--- src/rtl/irig_pkg.sv ---
// Shared IRIG decode definitions: symbol codes, tolerance percentages, frame length and FSM states.
package irig_pkg;

  localparam logic [1:0] SYM_ZERO = 2'b00;
  localparam logic [1:0] SYM_ONE  = 2'b01;
  localparam logic [1:0] SYM_MARK = 2'b10;
  localparam logic [1:0] SYM_ERR  = 2'b11;

  localparam int PCT_ZMIN = 10;
  localparam int PCT_Z1   = 35;
  localparam int PCT_M1   = 65;
  localparam int PCT_MMAX = 95;

  localparam int FRAME_BITS = 100;

  typedef enum logic [1:0] {
    ST_SEARCH,
    ST_HIGH,
    ST_LOW
  } irig_state_e;

  function automatic logic [1:0] classify(input int w, input int zmin, input int z1,
                                          input int m1, input int mmax);
    if (w >= zmin && w < z1) return SYM_ZERO;
    if (w >= z1 && w < m1) return SYM_ONE;
    if (w >= m1 && w <= mmax) return SYM_MARK;
    return SYM_ERR;
  endfunction

endpackage

--- src/rtl/irig_input_filter.sv ---
// 2-flop synchroniser for the raw IRIG pin; 2 clk latency, or 2+FILT_LEN with IRIG_GLITCH_FILTER_EN.
// With IRIG_GLITCH_FILTER_EN the level only follows after FILT_LEN consecutive equal samples.
module irig_input_filter #(
  parameter int FILT_LEN = 4
) (
  input  logic clk,
  input  logic rst_n,
  input  logic irigb,
  output logic lvl
);

  if (FILT_LEN < 1) begin : g_bad_filt_len
    $error("irig_input_filter: FILT_LEN must be at least 1");
  end

  logic sync1_q, sync1_d;
  logic sync2_q, sync2_d;

  always_comb begin
    sync1_d = irigb;
    sync2_d = sync1_q;
  end

  always_ff @(posedge clk or negedge rst_n) begin
    if (!rst_n) begin
      sync1_q <= 1'b0;
      sync2_q <= 1'b0;
    end else begin
      sync1_q <= sync1_d;
      sync2_q <= sync2_d;
    end
  end

`ifdef IRIG_GLITCH_FILTER_EN
  localparam int FW = $clog2(FILT_LEN + 1);

  logic          filt_q, filt_d;
  logic [FW-1:0] cnt_q, cnt_d;

  // Count consecutive samples that disagree with the current output; any agreeing sample restarts.
  always_comb begin
    filt_d = filt_q;
    cnt_d  = '0;
    if (sync2_q != filt_q) begin
      if (cnt_q == FW'(FILT_LEN - 1)) filt_d = sync2_q;
      else                            cnt_d  = cnt_q + FW'(1);
    end
  end

  always_ff @(posedge clk or negedge rst_n) begin
    if (!rst_n) begin
      filt_q <= 1'b0;
      cnt_q  <= '0;
    end else begin
      filt_q <= filt_d;
      cnt_q  <= cnt_d;
    end
  end

  assign lvl = filt_q;
`else
  assign lvl = sync2_q;
`endif

endmodule

--- src/rtl/irig_width_decode_param.sv ---
// IRIG pulse-width decoder: ZERO/ONE/MARK/ERR classification, frame reference tracking, loss-of-signal.
// Symbol strobes 1 clk after the synchronised fall; optional IRIG_GLITCH_FILTER_EN debounce on the input.
module irig_width_decode_param
  import irig_pkg::*;
#(
  parameter int CLK_HZ       = 10000000,
  parameter int BIT_RATE_HZ  = 100,
  parameter int TIMEOUT_BITS = 2,
  parameter int FILT_LEN     = 4
) (
  input  logic       clk,
  input  logic       rst_n,
  input  logic       irigb,
  output logic       sym_valid,
  output logic [1:0] sym_code,
  output logic       irig_d0,
  output logic       irig_d1,
  output logic       irig_mark,
  output logic       sym_err,
  output logic       frame_start,
  output logic [6:0] bit_idx,
  output logic       frame_locked,
  output logic       signal_ok
);

  localparam int P      = CLK_HZ / BIT_RATE_HZ;
  localparam int TO_CYC = TIMEOUT_BITS * P;
  localparam int CW     = $clog2(TO_CYC + 1);
  localparam int ZMIN   = P * PCT_ZMIN / 100;
  localparam int Z1     = P * PCT_Z1 / 100;
  localparam int M1     = P * PCT_M1 / 100;
  localparam int MMAX   = P * PCT_MMAX / 100;

  logic          lvl;
  logic          lvl_dly_q, lvl_dly_d;
  logic          rise, fall, timeout, emit;
  logic [1:0]    code;
  irig_state_e   state_q, state_d;
  logic [CW-1:0] width_q, width_d;
  logic [CW-1:0] int_cnt_q, int_cnt_d;
  logic          prev_mark_q, prev_mark_d;
  logic          sym_valid_q, sym_valid_d;
  logic [1:0]    sym_code_q, sym_code_d;
  logic          d0_q, d0_d, d1_q, d1_d, mark_q, mark_d;
  logic          sym_err_q, sym_err_d;
  logic          frame_start_q, frame_start_d;
  logic [6:0]    bit_idx_q, bit_idx_d;
  logic          locked_q, locked_d;
  logic          sig_ok_q, sig_ok_d;

  irig_input_filter #(
    .FILT_LEN(FILT_LEN)
  ) u_filter (
    .clk  (clk),
    .rst_n(rst_n),
    .irigb(irigb),
    .lvl  (lvl)
  );

  assign rise = lvl & ~lvl_dly_q;
  assign fall = ~lvl & lvl_dly_q;
  // A rising edge on the expiry cycle restarts the interval instead of declaring loss.
  assign timeout = ~rise && (int_cnt_q == CW'(TO_CYC - 1));
  assign emit    = (state_q == ST_HIGH) && fall && ~timeout;
  assign code    = classify(int'(width_q), ZMIN, Z1, M1, MMAX);

  always_comb begin
    lvl_dly_d     = lvl;
    state_d       = state_q;
    width_d       = width_q;
    int_cnt_d     = int_cnt_q;
    prev_mark_d   = prev_mark_q;
    sym_valid_d   = 1'b0;
    sym_code_d    = sym_code_q;
    d0_d          = 1'b0;
    d1_d          = 1'b0;
    mark_d        = 1'b0;
    sym_err_d     = 1'b0;
    frame_start_d = 1'b0;
    bit_idx_d     = bit_idx_q;
    locked_d      = locked_q;
    sig_ok_d      = sig_ok_q;

    if (rise)                              int_cnt_d = '0;
    else if (int_cnt_q != CW'(TO_CYC))     int_cnt_d = int_cnt_q + CW'(1);

    case (state_q)
      ST_HIGH: begin
        if (fall)                          state_d = ST_LOW;
        else if (width_q != {CW{1'b1}})    width_d = width_q + CW'(1);
      end
      default: begin
        if (rise) begin
          state_d = ST_HIGH;
          width_d = CW'(1);
        end
      end
    endcase

    if (rise) sig_ok_d = 1'b1;

    if (emit) begin
      sym_valid_d = 1'b1;
      sym_code_d  = code;
      d0_d        = (code == SYM_ZERO);
      d1_d        = (code == SYM_ONE);
      mark_d      = (code == SYM_MARK);
      if (code == SYM_ERR) begin
        sym_err_d = 1'b1;
        locked_d  = 1'b0;
      end else if (code == SYM_MARK && prev_mark_q) begin
        frame_start_d = 1'b1;
        bit_idx_d     = '0;
        locked_d      = 1'b1;
      end else begin
        bit_idx_d   = (bit_idx_q == 7'(FRAME_BITS - 1)) ? 7'd0 : bit_idx_q + 7'd1;
        prev_mark_d = (code == SYM_MARK);
      end
    end

    if (timeout) begin
      state_d     = ST_SEARCH;
      sig_ok_d    = 1'b0;
      locked_d    = 1'b0;
      prev_mark_d = 1'b0;
    end
  end

  always_ff @(posedge clk or negedge rst_n) begin
    if (!rst_n) begin
      lvl_dly_q     <= 1'b0;
      state_q       <= ST_SEARCH;
      width_q       <= '0;
      int_cnt_q     <= '0;
      prev_mark_q   <= 1'b0;
      sym_valid_q   <= 1'b0;
      sym_code_q    <= SYM_ZERO;
      d0_q          <= 1'b0;
      d1_q          <= 1'b0;
      mark_q        <= 1'b0;
      sym_err_q     <= 1'b0;
      frame_start_q <= 1'b0;
      bit_idx_q     <= '0;
      locked_q      <= 1'b0;
      sig_ok_q      <= 1'b0;
    end else begin
      lvl_dly_q     <= lvl_dly_d;
      state_q       <= state_d;
      width_q       <= width_d;
      int_cnt_q     <= int_cnt_d;
      prev_mark_q   <= prev_mark_d;
      sym_valid_q   <= sym_valid_d;
      sym_code_q    <= sym_code_d;
      d0_q          <= d0_d;
      d1_q          <= d1_d;
      mark_q        <= mark_d;
      sym_err_q     <= sym_err_d;
      frame_start_q <= frame_start_d;
      bit_idx_q     <= bit_idx_d;
      locked_q      <= locked_d;
      sig_ok_q      <= sig_ok_d;
    end
  end

  assign sym_valid    = sym_valid_q;
  assign sym_code     = sym_code_q;
  assign irig_d0      = d0_q;
  assign irig_d1      = d1_q;
  assign irig_mark    = mark_q;
  assign sym_err      = sym_err_q;
  assign frame_start  = frame_start_q;
  assign bit_idx      = bit_idx_q;
  assign frame_locked = locked_q;
  assign signal_ok    = sig_ok_q;

endmodule

--- config.mk ---
export PLATFORM = sky130hd
export DESIGN_NAME = irig_width_decode_param
export DESIGN_NICKNAME = d
export VERILOG_FILES = /design/src/rtl/irig_pkg.sv /design/src/rtl/irig_input_filter.sv /design/src/rtl/irig_width_decode_param.sv
export SDC_FILE = /design/constraint.sdc
export NUM_CORES = 1
export LEC_CHECK = 0
export ABC_AREA = 1
export CORE_AREA = 4 4 83 85
export DETAILED_ROUTE_END_ITERATION = 7
export DIE_AREA = 0 0 87 89
export PLACE_DENSITY = 0.78
export SETUP_SLACK_MARGIN = 0.1
export SYNTH_ARGS = -nofsm -noshare
export SYNTH_HDL_FRONTEND = slang
export SYNTH_SLANG_ARGS = --single-unit
--- constraint.sdc ---
create_clock -name clk -period 2.9 [get_ports clk]
set_input_delay 0.29 -clock clk [delete_from_list [all_inputs] [get_ports clk]]
set_output_delay 0.29 -clock clk [all_outputs]
set_load 0.02 [all_outputs]
======== Yosys cells after proc, flatten, opt, wreduce, memory -nomap -nowiden ========
Cells that the tools add are included.
storage, ports and cells
  flip-flop bits (word level) ............. 59
  output and inout bits ................... 17
  input port bits ......................... 3
cells by class
  add/sub/neg operators ................... 3
  equality and inequality tests ........... 13
  reductions and logical operators ........ 19
  $lt $le $gt $ge ......................... 6
  mux-type cells .......................... 43
  bitwise logic cells ..................... 7
operators with widths
  operator                                                       count
  two-way mux 18 bit                                             6
  adder 18 x 1 -> 18 bit (second input constant)                 2
  >= comparator 18 x 16 -> 1 bit (second input constant)         2
  less-than comparator 18 x 16 -> 1 bit (second input constant)  2
  != test 18 bit (second input constant)                         2
  two-way mux 1 bit                                              25
  two-way mux 2 bit                                              10
  == test 18 bit (second input constant)                         1
  >= comparator 18 x 14 -> 1 bit (second input constant)         1
  <= comparator 18 x 17 -> 1 bit (second input constant)         1
  two-way mux 7 bit                                              2
  nonzero test 2 bit                                             4
  adder 7 x 1 -> 7 bit (second input constant)                   1
  == test 7 bit (second input constant)                          1
  logical AND 1 bit                                              7
  != test 2 bit (second input constant)                          3
  AND reduction 2 bit                                            3
  AND reduction 3 bit                                            2
  nonzero test 3 bit                                             2
  inverter 1 bit                                                 5
  == test 2 x 1 -> 1 bit (second input constant)                 2
  == test 2 bit (second input constant)                          2
  != test 3 bit (second input constant)                          1
  AND 1 bit                                                      2
  2 further kinds                                                2

======== Longest topological paths before layout ========
  word-level depth ........................ 15
  gate-level depth with buffers ........... 14
  depth with buffers taken out ............ 14

======== Cells and area by module ========
A second synthesis with hierarchy kept.
unflattened totals
  cell total of the unflattened synthesis .. 482
  area total of the unflattened synthesis .. 3603.5 um^2
modules (own cells, without submodules)
  module                   cells each  times used  area an instance (um^2)  sequential area each (um^2)
  irig_width_decode_param  480         1           3553.4                   1426.4
  irig_input_filter        2           1           50.0                     50.0

======== Least setup slack after synthesis ========
Ideal clock, no wire load.
  path kind ............................... flip-flop to flip-flop
  start ................................... register width_q[0]
  end ..................................... register width_q[5]
  library setup time ...................... 0.123 ns
  data arrival time ....................... 1.588 ns
  cell stages (with the launch flop) ...... 12
  data required time ...................... 2.777 ns
  buffers on the path ..................... 1
  setup slack ............................. 1.189 ns
  path through ............................ dfrtp_1 ha_1 nand3_2 inv_2 nand2_2 nor2_2 nand2_2 o21ai_2 nand2_4 buf_6 nand4_1 o21ai_1
between the ends
  cells in the longest elaborated chain, start to end .. 4
  elaborated cells on any way between the ends .. 7
RTL lines
  element                 RTL line                        source
  start, declared         irig_width_decode_param.sv:39   logic [CW-1:0] width_q, width_d;
  start signal, assigned  irig_width_decode_param.sv:149  width_q <= width_d;
  adder 18 x 1 -> 18 bit  irig_width_decode_param.sv:90   else if (width_q != {CW{1'b1}}) width_d = width_q + CW'(1);
  two-way mux 18 bit      irig_width_decode_param.sv:90
  two-way mux 18 bit      irig_width_decode_param.sv:89   if (fall) state_d = ST_LOW;
  two-way mux 18 bit      irig_width_decode_param.sv:87   case (state_q)
Parallel ways exist; a longest one is shown, timed or not. The select of a mux whose other input is x is not followed.
A chain may end at the register's enable or synchronous reset.

======== Final worst setup path ========
  start ................................... register width_q[0]
  end ..................................... register width_q[16]
Same word-level chain as after synthesis.

==> results.yml <==
layout:
  stdcell_area_um2: 3980
  nets: 500
  layout-drive-gt1-share_pct: 16.30
  synthToLayoutAreaGrowth_pct: 11.54
  final_common_cell: "nand2_1"
  num_antenna_cells: 0
  layout_common_cells: "nand2_1, nor2_1, dfrtp_1"
sta:
  hold_violations: 13
  setup-tns-final_ns: 0
  rsz0062_at_grt: "no"
  tightestPinTransition_ns: 0.6886
  relSlewSlack_pct: 54.09
  max_freq_mhz: 463.4
  layout_min_cycle_time_ns: 2.158
  min_period_over_period_pct: 74.42
  final_max_slew_viol_count: 0
  setup_violations: 0
  fin_skew_ns: 0.008605
  hold_ws_ns: -0.005312
synthesis:
  synth_edf_count: 0
  async_flop_share_pct: 100.0
  netlist_area_um2: 3568
  ys_ff_latch: 59
  yosysWarnings: 0
  syn_inst: 467
  synth-main-ff-cell: "dfrtp_1"
  avgSynthCellArea_um2: 7.641
  syn_nets: 475
  synth_cell_types: 33
  ys_seq_area_share_pct: 41.37
clocking:
  insertion_delay_ns: 0.34
  path_clk_slew_ns: 0.07
  clk_path_buf_depth: 2
  clock_sinks: 59
  cts_setup_buffers: 0
  cts_resized: 0
  cts_tree: "built"
  tritoncts.num_buffers: 9
  h-tree-depth: 3
  cts_root_buf: "clkbuf_8"
  postCtsHoldBufs: 0
global_routing:
  grt_pass1_wl_um: 13450
  antenna_found_initial: 0
  grt_usage_pct: 21.97
  grt_pass1_vias: 3001
  grt_max_degree: 35
  grt_overflow: 0
place:
  routabilityCongestion: 0.9443
  hpwl_um: 5604
  place_area_um2: 3800
  port_buffers: 19
detailed_routing:
  drt-total-wl_um: 7659
  drt-initial-drc-count: 175
  num_vias: 3120
  viasPerCell: 5.436
  ant_nets: 0
  drc: 0
  routedWlPerCell_um: 13.34
  drt_pass1_iterations: 4
worst_setup_path:
  reg2reg_to: "width_q[16]"
  crit_required_ns: 3.11
  critPathTopFamily: "simple AND/OR/NAND/NOR gates"
  worstSetupPathType: "reg2reg"
  critPathMaxStageDelay_ns: 0.43
  path_depth: 10
  crit_end: "width_q[16]"
  critPathLaunchType: "flip-flop"
  reg2reg_slack_ns: 0.74
  path_buf_inv: 1
  reg2regPathDepth: 10
  path_cells: "ha_1, nand3_2, inv_2, nand2_2, nor2_2, nand2_2, o21ai_2, nand2_4, nand3_1, o21ai_2"
  crit_slowest_cell: "dfrtp_1"
  cp-end-kind: "flip-flop"
  worstSetupStartpoint: "width_q[0]"
  arrival_ns: 2.36
  crit_fanout: 34
  r2r-start: "width_q[0]"
power:
  leakagePower_nw: 1.860
  total_power_mw: 2.134
  power_density_nw_per_um2: 536.3
  ir_worst_vdd_mv: 0.4257
status:
  outcome: "finished with violations"
  violations: "negative hold slack"
die:
  fp.dieW_um: 87
  start_util_pct: 57.51
  rows: 29
  dieArea_um2: 7743
  coreArea_um2: 6205
  pin_count: 20
  die_height_um: 89
hold_path:
  hp-class: "in2async"
job:
  maxCapViolations: 0
[per-layer routing]
layer  track usage, %  wire length (um)
met2            36.44              3790
met4            9.490               125
met3            3.502               357
met1            28.59              3386
met5                0                 0
[area by class of cell]
cell class / instances / area [um2]
clock inverters: 4 / 25.02
flip-flops and latches: 59 / 1476
fillers: 533 / 2225
inverters: 62 / 232.7
repair buffers: 23 / 215.2
clock buffers: 12 / 155.1
multi-input cells: 337 / 1779
well taps: 77 / 96.34
[synth_stat cells, types with 4 or more instances]
cell | count | area, um2
nor2_1 | 59 | 221.5
inv_2 | 9 | 33.78
inv_1 | 51 | 191.4
o21ai_0 | 17 | 85.08
nand3_1 | 41 | 205.2
xor2_1 | 9 | 78.83
nor2_2 | 4 | 25.02
ha_1 | 5 | 62.56
nor3_1 | 13 | 65.06
nand4_1 | 12 | 75.07
dfrtp_1 | 59 | 1476
o21ai_2 | 22 | 192.7
nand2_1 | 101 | 379.1
nand2_2 | 13 | 81.33
nand4_2 | 5 | 62.56
a21oi_1 | 17 | 85.08
[through the flow]
step / util, % / setup WS (ns) / std cells
finish: 64.15 / 0.7420 / 574
CTS: 64.15 / 0.7619 / 574
floorplan: - / 1.189 / 467
detailed placement: 61.24 / 0.7761 / 558
global route: 64.15 / 0.5161 / 574
global placement: 61.24 / 0.8936 / 558
[how the worst min path moves through the flow]
stage	startpoint	endpoint	slack, ns	depth (start not counted)
after floorplan	rst_n	bit_idx[0]	-0.006	0
after global placement	u_filter.sync1_q	u_filter.lvl	0.34	0
after detailed placement	u_filter.sync1_q	u_filter.lvl	0.35	0
after CTS	rst_n	int_cnt_q[8]	0.02	1
after global routing	rst_n	int_cnt_q[10]	0.05	1
final	rst_n	int_cnt_q[9]	-0.005	1
[where the power goes]
group	switching [mW]	internal, mW
combinational	0.357	0.142
sequential	0.0580	0.895
clock	0.328	0.354
total	0.744	1.39
[sequential cells by signal, summed over array words and instances, names as in the netlist]
register	count
bit_idx	7
irig_mark	1
u_filter.lvl	1
frame_start	1
width_q	18
prev_mark_q	1
sym_err	1
int_cnt_q	18
signal_ok	1
sym_code	2
lvl_dly_q	1
state_q	2
sym_valid	1
frame_locked	1
irig_d0	1
u_filter.sync1_q	1
irig_d1	1
[logic make-up (layout without fill, tap and decap cells)]
group           count (synthesis)  after routing  share of synthesized area, %
compound gates                 63             63                         11.40
xor+xnor                       10             10                         2.455
fa+ha+maj                       5              5                         1.753
buf+inv                        71            101                         8.765
flops                          59             59                         41.37
simple gates                  259            259                         34.26
No activity file was read; power rests on OpenSTA's default activity.
